$ cat src/rtl/uart_tx_pkg.sv
// Shared types and constants for the UART transmit frame path.
package uart_tx_pkg;

    localparam int unsigned DATA_WIDTH_DEF = 8;

    localparam logic PAR_EVEN = 1'b0;
    localparam logic PAR_ODD  = 1'b1;

    typedef enum logic [2:0] {
        IDLE   = 3'd0,
        START  = 3'd1,
        DATA   = 3'd2,
        PARITY = 3'd3,
        STOP   = 3'd4
    } tx_state_e;

endpackage

$ cat src/rtl/uart_tx_serializer.sv
// Load/shift register and bit counter for the data phase of a UART frame.
module uart_tx_serializer #(
    parameter int unsigned DATA_WIDTH = 8
) (
    input  logic                  clk,
    input  logic                  rst,
    input  logic                  load,
    input  logic                  shift_en,
    input  logic [DATA_WIDTH-1:0] load_data,
    output logic                  next_bit,
    output logic                  done
);

    localparam int unsigned CW = (DATA_WIDTH > 1) ? $clog2(DATA_WIDTH) : 1;

    logic [DATA_WIDTH-1:0] shift_q, shift_d;
    logic [CW-1:0]         cnt_q, cnt_d;

    assign done = shift_en && (cnt_q == CW'(DATA_WIDTH - 1));

    always_comb begin
        shift_d = shift_q;
        cnt_d   = cnt_q;
        if (load) begin
            shift_d = load_data;
            cnt_d   = '0;
        end else if (shift_en) begin
            shift_d = {1'b0, shift_q[DATA_WIDTH-1:1]};
            cnt_d   = done ? '0 : cnt_q + 1'b1;
        end
    end

    // Post-update LSB: the bit that goes on the line after this edge.
    assign next_bit = shift_d[0];

    always_ff @(posedge clk) begin
        if (rst) begin
            shift_q <= '0;
            cnt_q   <= '0;
        end else begin
            shift_q <= shift_d;
            cnt_q   <= cnt_d;
        end
    end

endmodule

$ cat src/rtl/uart_tx_frame.sv
// UART transmitter: one bit per CLK, start + data (LSB first) + optional parity + stop.
module uart_tx_frame
    import uart_tx_pkg::*;
#(
    parameter int unsigned DATA_WIDTH = DATA_WIDTH_DEF
) (
    input  logic                  CLK,
    input  logic                  RST,
    input  logic [DATA_WIDTH-1:0] P_DATA,
    input  logic                  DATA_VALID,
    input  logic                  PAR_EN,
    input  logic                  PAR_TYP,
    output logic                  TX_OUT,
    output logic                  Busy
);

    tx_state_e state_q, state_d;
    logic      par_en_q, par_en_d;
    logic      par_bit_q, par_bit_d;
    logic      tx_q, tx_d;
    logic      busy_q, busy_d;
    logic      accept;
    logic      ser_next_bit;
    logic      ser_done;

    assign accept = DATA_VALID && ((state_q == IDLE) || (state_q == STOP));

    uart_tx_serializer #(
        .DATA_WIDTH(DATA_WIDTH)
    ) u_ser (
        .clk      (CLK),
        .rst      (RST),
        .load     (accept),
        .shift_en (state_q == DATA),
        .load_data(P_DATA),
        .next_bit (ser_next_bit),
        .done     (ser_done)
    );

    always_comb begin
        state_d   = state_q;
        par_en_d  = par_en_q;
        par_bit_d = par_bit_q;
        if (accept) begin
            par_en_d  = PAR_EN;
            par_bit_d = (^P_DATA) ^ (PAR_TYP == PAR_ODD);
        end
        unique case (state_q)
            IDLE:    if (accept) state_d = START;
            START:   state_d = DATA;
            DATA:    if (ser_done) state_d = par_en_q ? PARITY : STOP;
            PARITY:  state_d = STOP;
            STOP:    state_d = accept ? START : IDLE;
            default: state_d = IDLE;
        endcase
    end

    // Outputs are registered from the next state so each bit appears at its own edge.
    always_comb begin
        tx_d   = 1'b1;
        busy_d = (state_d != IDLE);
        unique case (state_d)
            START:   tx_d = 1'b0;
            DATA:    tx_d = ser_next_bit;
            PARITY:  tx_d = par_bit_q;
            default: tx_d = 1'b1;
        endcase
    end

    always_ff @(posedge CLK) begin
        if (RST) begin
            state_q   <= IDLE;
            par_en_q  <= 1'b0;
            par_bit_q <= 1'b0;
            tx_q      <= 1'b1;
            busy_q    <= 1'b0;
        end else begin
            state_q   <= state_d;
            par_en_q  <= par_en_d;
            par_bit_q <= par_bit_d;
            tx_q      <= tx_d;
            busy_q    <= busy_d;
        end
    end

    assign TX_OUT = tx_q;
    assign Busy   = busy_q;

endmodule

$ cat config.mk
export PLATFORM = sky130hd
export DESIGN_NAME = uart_tx_frame
export DESIGN_NICKNAME = d
export VERILOG_FILES = /design/src/rtl/uart_tx_pkg.sv /design/src/rtl/uart_tx_serializer.sv /design/src/rtl/uart_tx_frame.sv
export SDC_FILE = /design/constraint.sdc
export NUM_CORES = 1
export LEC_CHECK = 0
export CAP_MARGIN = 25
export CORE_MARGIN = 10
export CORE_UTILIZATION = 50
export DETAILED_ROUTE_END_ITERATION = 10
export PLACE_DENSITY_LB_ADDON = 0.3
export SLEW_MARGIN = 20
export SYNTH_ARGS = -nofsm -noshare
export SYNTH_HDL_FRONTEND = slang
export SYNTH_SLANG_ARGS = --single-unit
$ cat constraint.sdc
create_clock -name CLK -period 1.8 [get_ports CLK]
set_input_delay 0.45 -clock CLK [delete_from_list [all_inputs] [get_ports CLK]]
set_output_delay 0.45 -clock CLK [all_outputs]
set_load 0.1 [all_outputs]
* Word level (Yosys, flattened, before mapping)
Index checks and enable logic that the tools add are counted.
** Operators by class
- Add/sub/neg operators :: 1
- Bitwise logic cells :: 1
- Equality and inequality tests :: 8
- Reductions and logical operators :: 8
- Multiplexer cells :: 9
** Operator list (number)
- $mux 8 :: 2
- $pmux 3 s5 :: 1
- $eq 3x2->1 const B :: 4
- $mux 3 :: 4
- $reduce_xor 8->1 :: 1
- $eq 3x1->1 const B :: 2
- $eq 3x3->1 const B :: 2
- $add 3x1->3 const B :: 1
- $logic_not 3->1 :: 1
- $pmux 1 s3 :: 1
- $reduce_bool 3->1 :: 1
- $logic_and 1x1->1 :: 2
- $reduce_bool 2->1 :: 1
- $reduce_or 2->1 :: 1
- $logic_or 1x1->1 :: 1
- $mux 1 :: 1
- $xor 1x1->1 :: 1
** Word-level totals
- Register bits :: 18

* Longest topological paths before layout
- Word-level depth :: 7
- Gate-level depth with buffers :: 6
- Gate-level depth less buffers :: 6

* By module
Synthesis repeated with hierarchy kept, for this count alone.
** Second synthesis, totals
- Cell total of the unflattened synthesis :: 98
- Area total of the unflattened synthesis :: 962.2 um2
** By module, submodules not included
- uart_tx_serializer :: times used 1, cells each 54, area an instance 543.0 um2
- uart_tx_frame :: times used 1, cells each 44, area an instance 419.2 um2

* Worst setup path before layout
No wires, ideal clock.
- Path type :: in2reg
- Start point :: in P_DATA[2]
- End point :: reg par_bit_q
- Arrival :: 1410 ps
- Path slack :: 268 ps
- Data required time :: 1678 ps
- Cell stages on the path :: 4
- Path through :: xor2_1 > xnor3_1 > and4_4 > a311o_1
** On the way
- Longest elaborated chain between the ends :: 2
** Ends and longest elaborated chain
- start, declared :: RTL line uart_tx_frame.sv:9 : input logic [DATA_WIDTH-1:0] P_DATA,
- $reduce_xor 8->1 :: RTL line uart_tx_frame.sv:46 : par_bit_d = (^P_DATA) ^ (PAR_TYP == PAR_ODD);
- $xor 1x1->1 :: RTL line uart_tx_frame.sv:46
- end signal, assigned :: RTL line uart_tx_frame.sv:80 : par_bit_q <= par_bit_d;
- end, declared :: RTL line uart_tx_frame.sv:19 : logic par_bit_q, par_bit_d;
Every way passes these cells.
A chain may end at the register's enable or synchronous reset.

* Worst setup path in the final report
- Start point :: in P_DATA[1]
- End point :: reg par_bit_q
Same word-level chain as after synthesis.

==> results.md <==
* Outcome: finished, final reports clean
* Type of destination of the critical path: flip-flop
* Ys async rst share at 0%
* CTS Hold Bufs at 0
* Num ports at 15
* Largest net degree at the start of global routing at 14
* Initial DRC count at 10
* Routability congestion estimate at around 0.80
* # rows at 15
* Setup TNS at 0 ps
* Switching Power at 270 uW
* Area Growth Syn to Fin at 26.5%
* Global-route wire length before repair at about 3.4 mm
* Post-synth cell types at 32
* Sequential area share after synthesis at 41.0%
* IO Port Bufs at 14
* Drt first pass iters at 4
* Nets@finish at ~130
* Chip Height at 61.9 um
* Final wirelength at 1.88 mm
* Setup crit start kind: input pin
* Slowest cell delay on critical path at 500 ps
* Synth Flop Type: dfxtp_1
* Switching Share at 29.8%
* Worst Path Buf+Inv at 1
* Crit Path Max Fanout at 2
* Core area at 1690 um^2
* Final hold viol count at 0
* Post-place setup slack at -295 ps
* Vias at 743
* Synth area leader: dfxtp_1
* Initial Util at between 50% and 60%
* Post-DP HPWL at between 1 and 1.5 mm
* CTS Root Cell: clkbuf_4
* Power per cell area at 813 nW/um^2
* EDFF count, synth at 0
* CTS tree: built
* Synth Cell Area at between 800 and 900 um^2
* Maximum root-to-sink buffer count at 2
* GRT overflow at 0
* Critical path data required time at 1990 ps
* # clock sinks at 18
* Int Pwr at 635 uW
* Syn nets at 114
* Combinational Power Share at 27.5%
* Achievable Freq at 0.568 GHz
* Total CTS buffers at 3
* Max-cap violations at 0
* Clock Pin Slew Worst Setup and Hold Paths at 100 ps
* Post-route setup slack at roughly 40 ps
* Final Total Pwr at 905 uW
* Cell count after synthesis at between 90 and 100
* Arr. time, crit path at 1950 ps
* Die width at ~62 um
* Peak supply drop at ~0.00065 V
* Initial antenna violation count at 0
* Routed len/inst at 14.0 um
* Sequential power share at 50.7%
* Min Hold Slack at between 400 and 500 ps
* Leak Pwr at 0.446 nW
* Tcrit/Tclk final at between 90% and 100%
* Fraction of layout cells with a size suffix above 1 at between 10% and 20%
* Yosys warns at 0
* Worst-margin pin slew at around 330 ps
* Crit path time final at 1760 ps
* Die area at 3840 um^2
* Avg Inst Size Synth at 8.88 um^2
* DR vias/cell at 5.54
* Worst skew pair latency at 290 ps
* Cell breakdown of the critical path: clkdlybuf4s50_1, xnor2_1, xnor3_1, and4_4, a311o_1
* Antenna-violating nets left at 0
* Residual DRC count at 0
* Critical path type: input pin to flip-flop
* Final setup fails at 0
* Overall Global Routing Usage at 11.7%
* Vias in the first global route at 729
* Final core utilization at between 60% and 70%
* Synth area leaders: dfxtp_1 (41%), nand2_1 (6.4%), a311oi_1 (6.0%)
* Slew Viols, Final at 0
* Synthesized flop and latch total at 18
* Diode count at 0
* H-tree depth at 1
* RSZ-0062 raised after global routing: false
* Clk pwr share at 21.8%
* Rel. slew slack at 78.3%
* Fin Clk Skew at 4.41 ps
* Share of the synthesized area in the top cell type at 41.0%
* Critical-path top delay cell: clkdlybuf4s50_1
* Delay-heaviest family, CP: XOR/XNOR gates
* Postcts setup bufs at 0
* Worst hold path type: flip-flop to flip-flop
## final timing paths
kind / start / endpoint / slack, ps / cells past startpoint
worst min register to register: u_ser.shift_q[4] / u_ser.shift_q[3] / 480 / 2
worst max register to register: u_ser.cnt_q[0] / TX_OUT / 240 / 6
worst max-delay path: P_DATA[1] / par_bit_q / 40 / 5
worst min-delay path: u_ser.shift_q[4] / u_ser.shift_q[3] / 480 / 2
## state kept, by name, indices dropped and copies added (netlist names)
register       count
par_en_q           1
u_ser.shift_q      8
u_ser.cnt_q        3
par_bit_q          1
state_q            3
TX_OUT             1
Busy               1
## routing by layer
metal | vias to the layer above | wire length, um | part of all wire (%) | global-route usage [%]
li1 | 386 | - | - | -
met1 | 339 | 868 | 46 | 14.1
met2 | 16 | 863 | 46 | 18.3
met3 | 2 | 134 | 7.1 | 5.69
met4 | 0 | 12 | 0.64 | 2.87
met5 | - | 0 | 0 | 0
## tightest hold or removal path: stages (launching register included)
cell	delay, ps
dfxtp_1	320
nand2_1	50
a311oi_1	80
## power groups by stage
| stage | clock (mW) | sequential (mW) | combinational [mW] |
|---|---|---|---|
| after CTS | 0.202 | 0.459 | 0.251 |
| after floorplan | 0 | 0.493 | 0.131 |
| after detailed placement | 0 | 0.468 | 0.250 |
| after global placement | 0 | 0.467 | 0.245 |
| final | 0.197 | 0.459 | 0.249 |
| after global routing | 0.224 | 0.463 | 0.274 |
## area by class of cell
cell class              instances  area (um^2)
clock buffers                   3         22.5
multi-input cells              73          485
well taps                      17         21.3
repair buffers                 21          215
flip-flops and latches         18          360
fillers                       145          577
inverters                       2         7.51
## cell usage after synthesis, types with 2 or more instances
cell	count
dfxtp_1	18
mux2i_1	3
clkbuf_1	3
ha_1	2
nand2b_1	4
a211oi_1	2
a311oi_1	6
xnor2_1	4
nor2_1	11
nand2_1	15
nor3_1	3
buf_2	3
inv_1	2
a21oi_1	3
o21bai_1	3
## cell usage in the layout (no fill, tap or decap), types with 4 or more instances in the layout
cell type,Yosys,layout
a311oi_1,6,6
nor2_1,11,11
dfxtp_1,18,18
nand2b_1,4,4
nand2_1,15,15
xnor2_1,4,4
buf_4,0,7
clkdlybuf4s50_1,0,11
## kinds of logic (layout without fill, tap and decap cells)
family	after synthesis	in the layout	share of synthesized area, %
compound gates	20	20	16.6
buf+inv	8	26	3.84
simple gates	42	42	24.8
mux	3	3	3.41
fa+ha+maj	2	2	2.84
flops	18	18	41.0
xor+xnor	6	6	7.54
## metrics by stage
step,cells,area (um^2)
finish,134,1110
global route,134,1110
global placement,131,1090
CTS,134,1110
detailed placement,131,1090
floorplan,99,880
## timing repair
action                                 CTS  global route
resized for setup                        0             1
setup endpoints to repair                0             1
endpoints found under the hold margin    0             0
(Power assumes the default switching activity.)
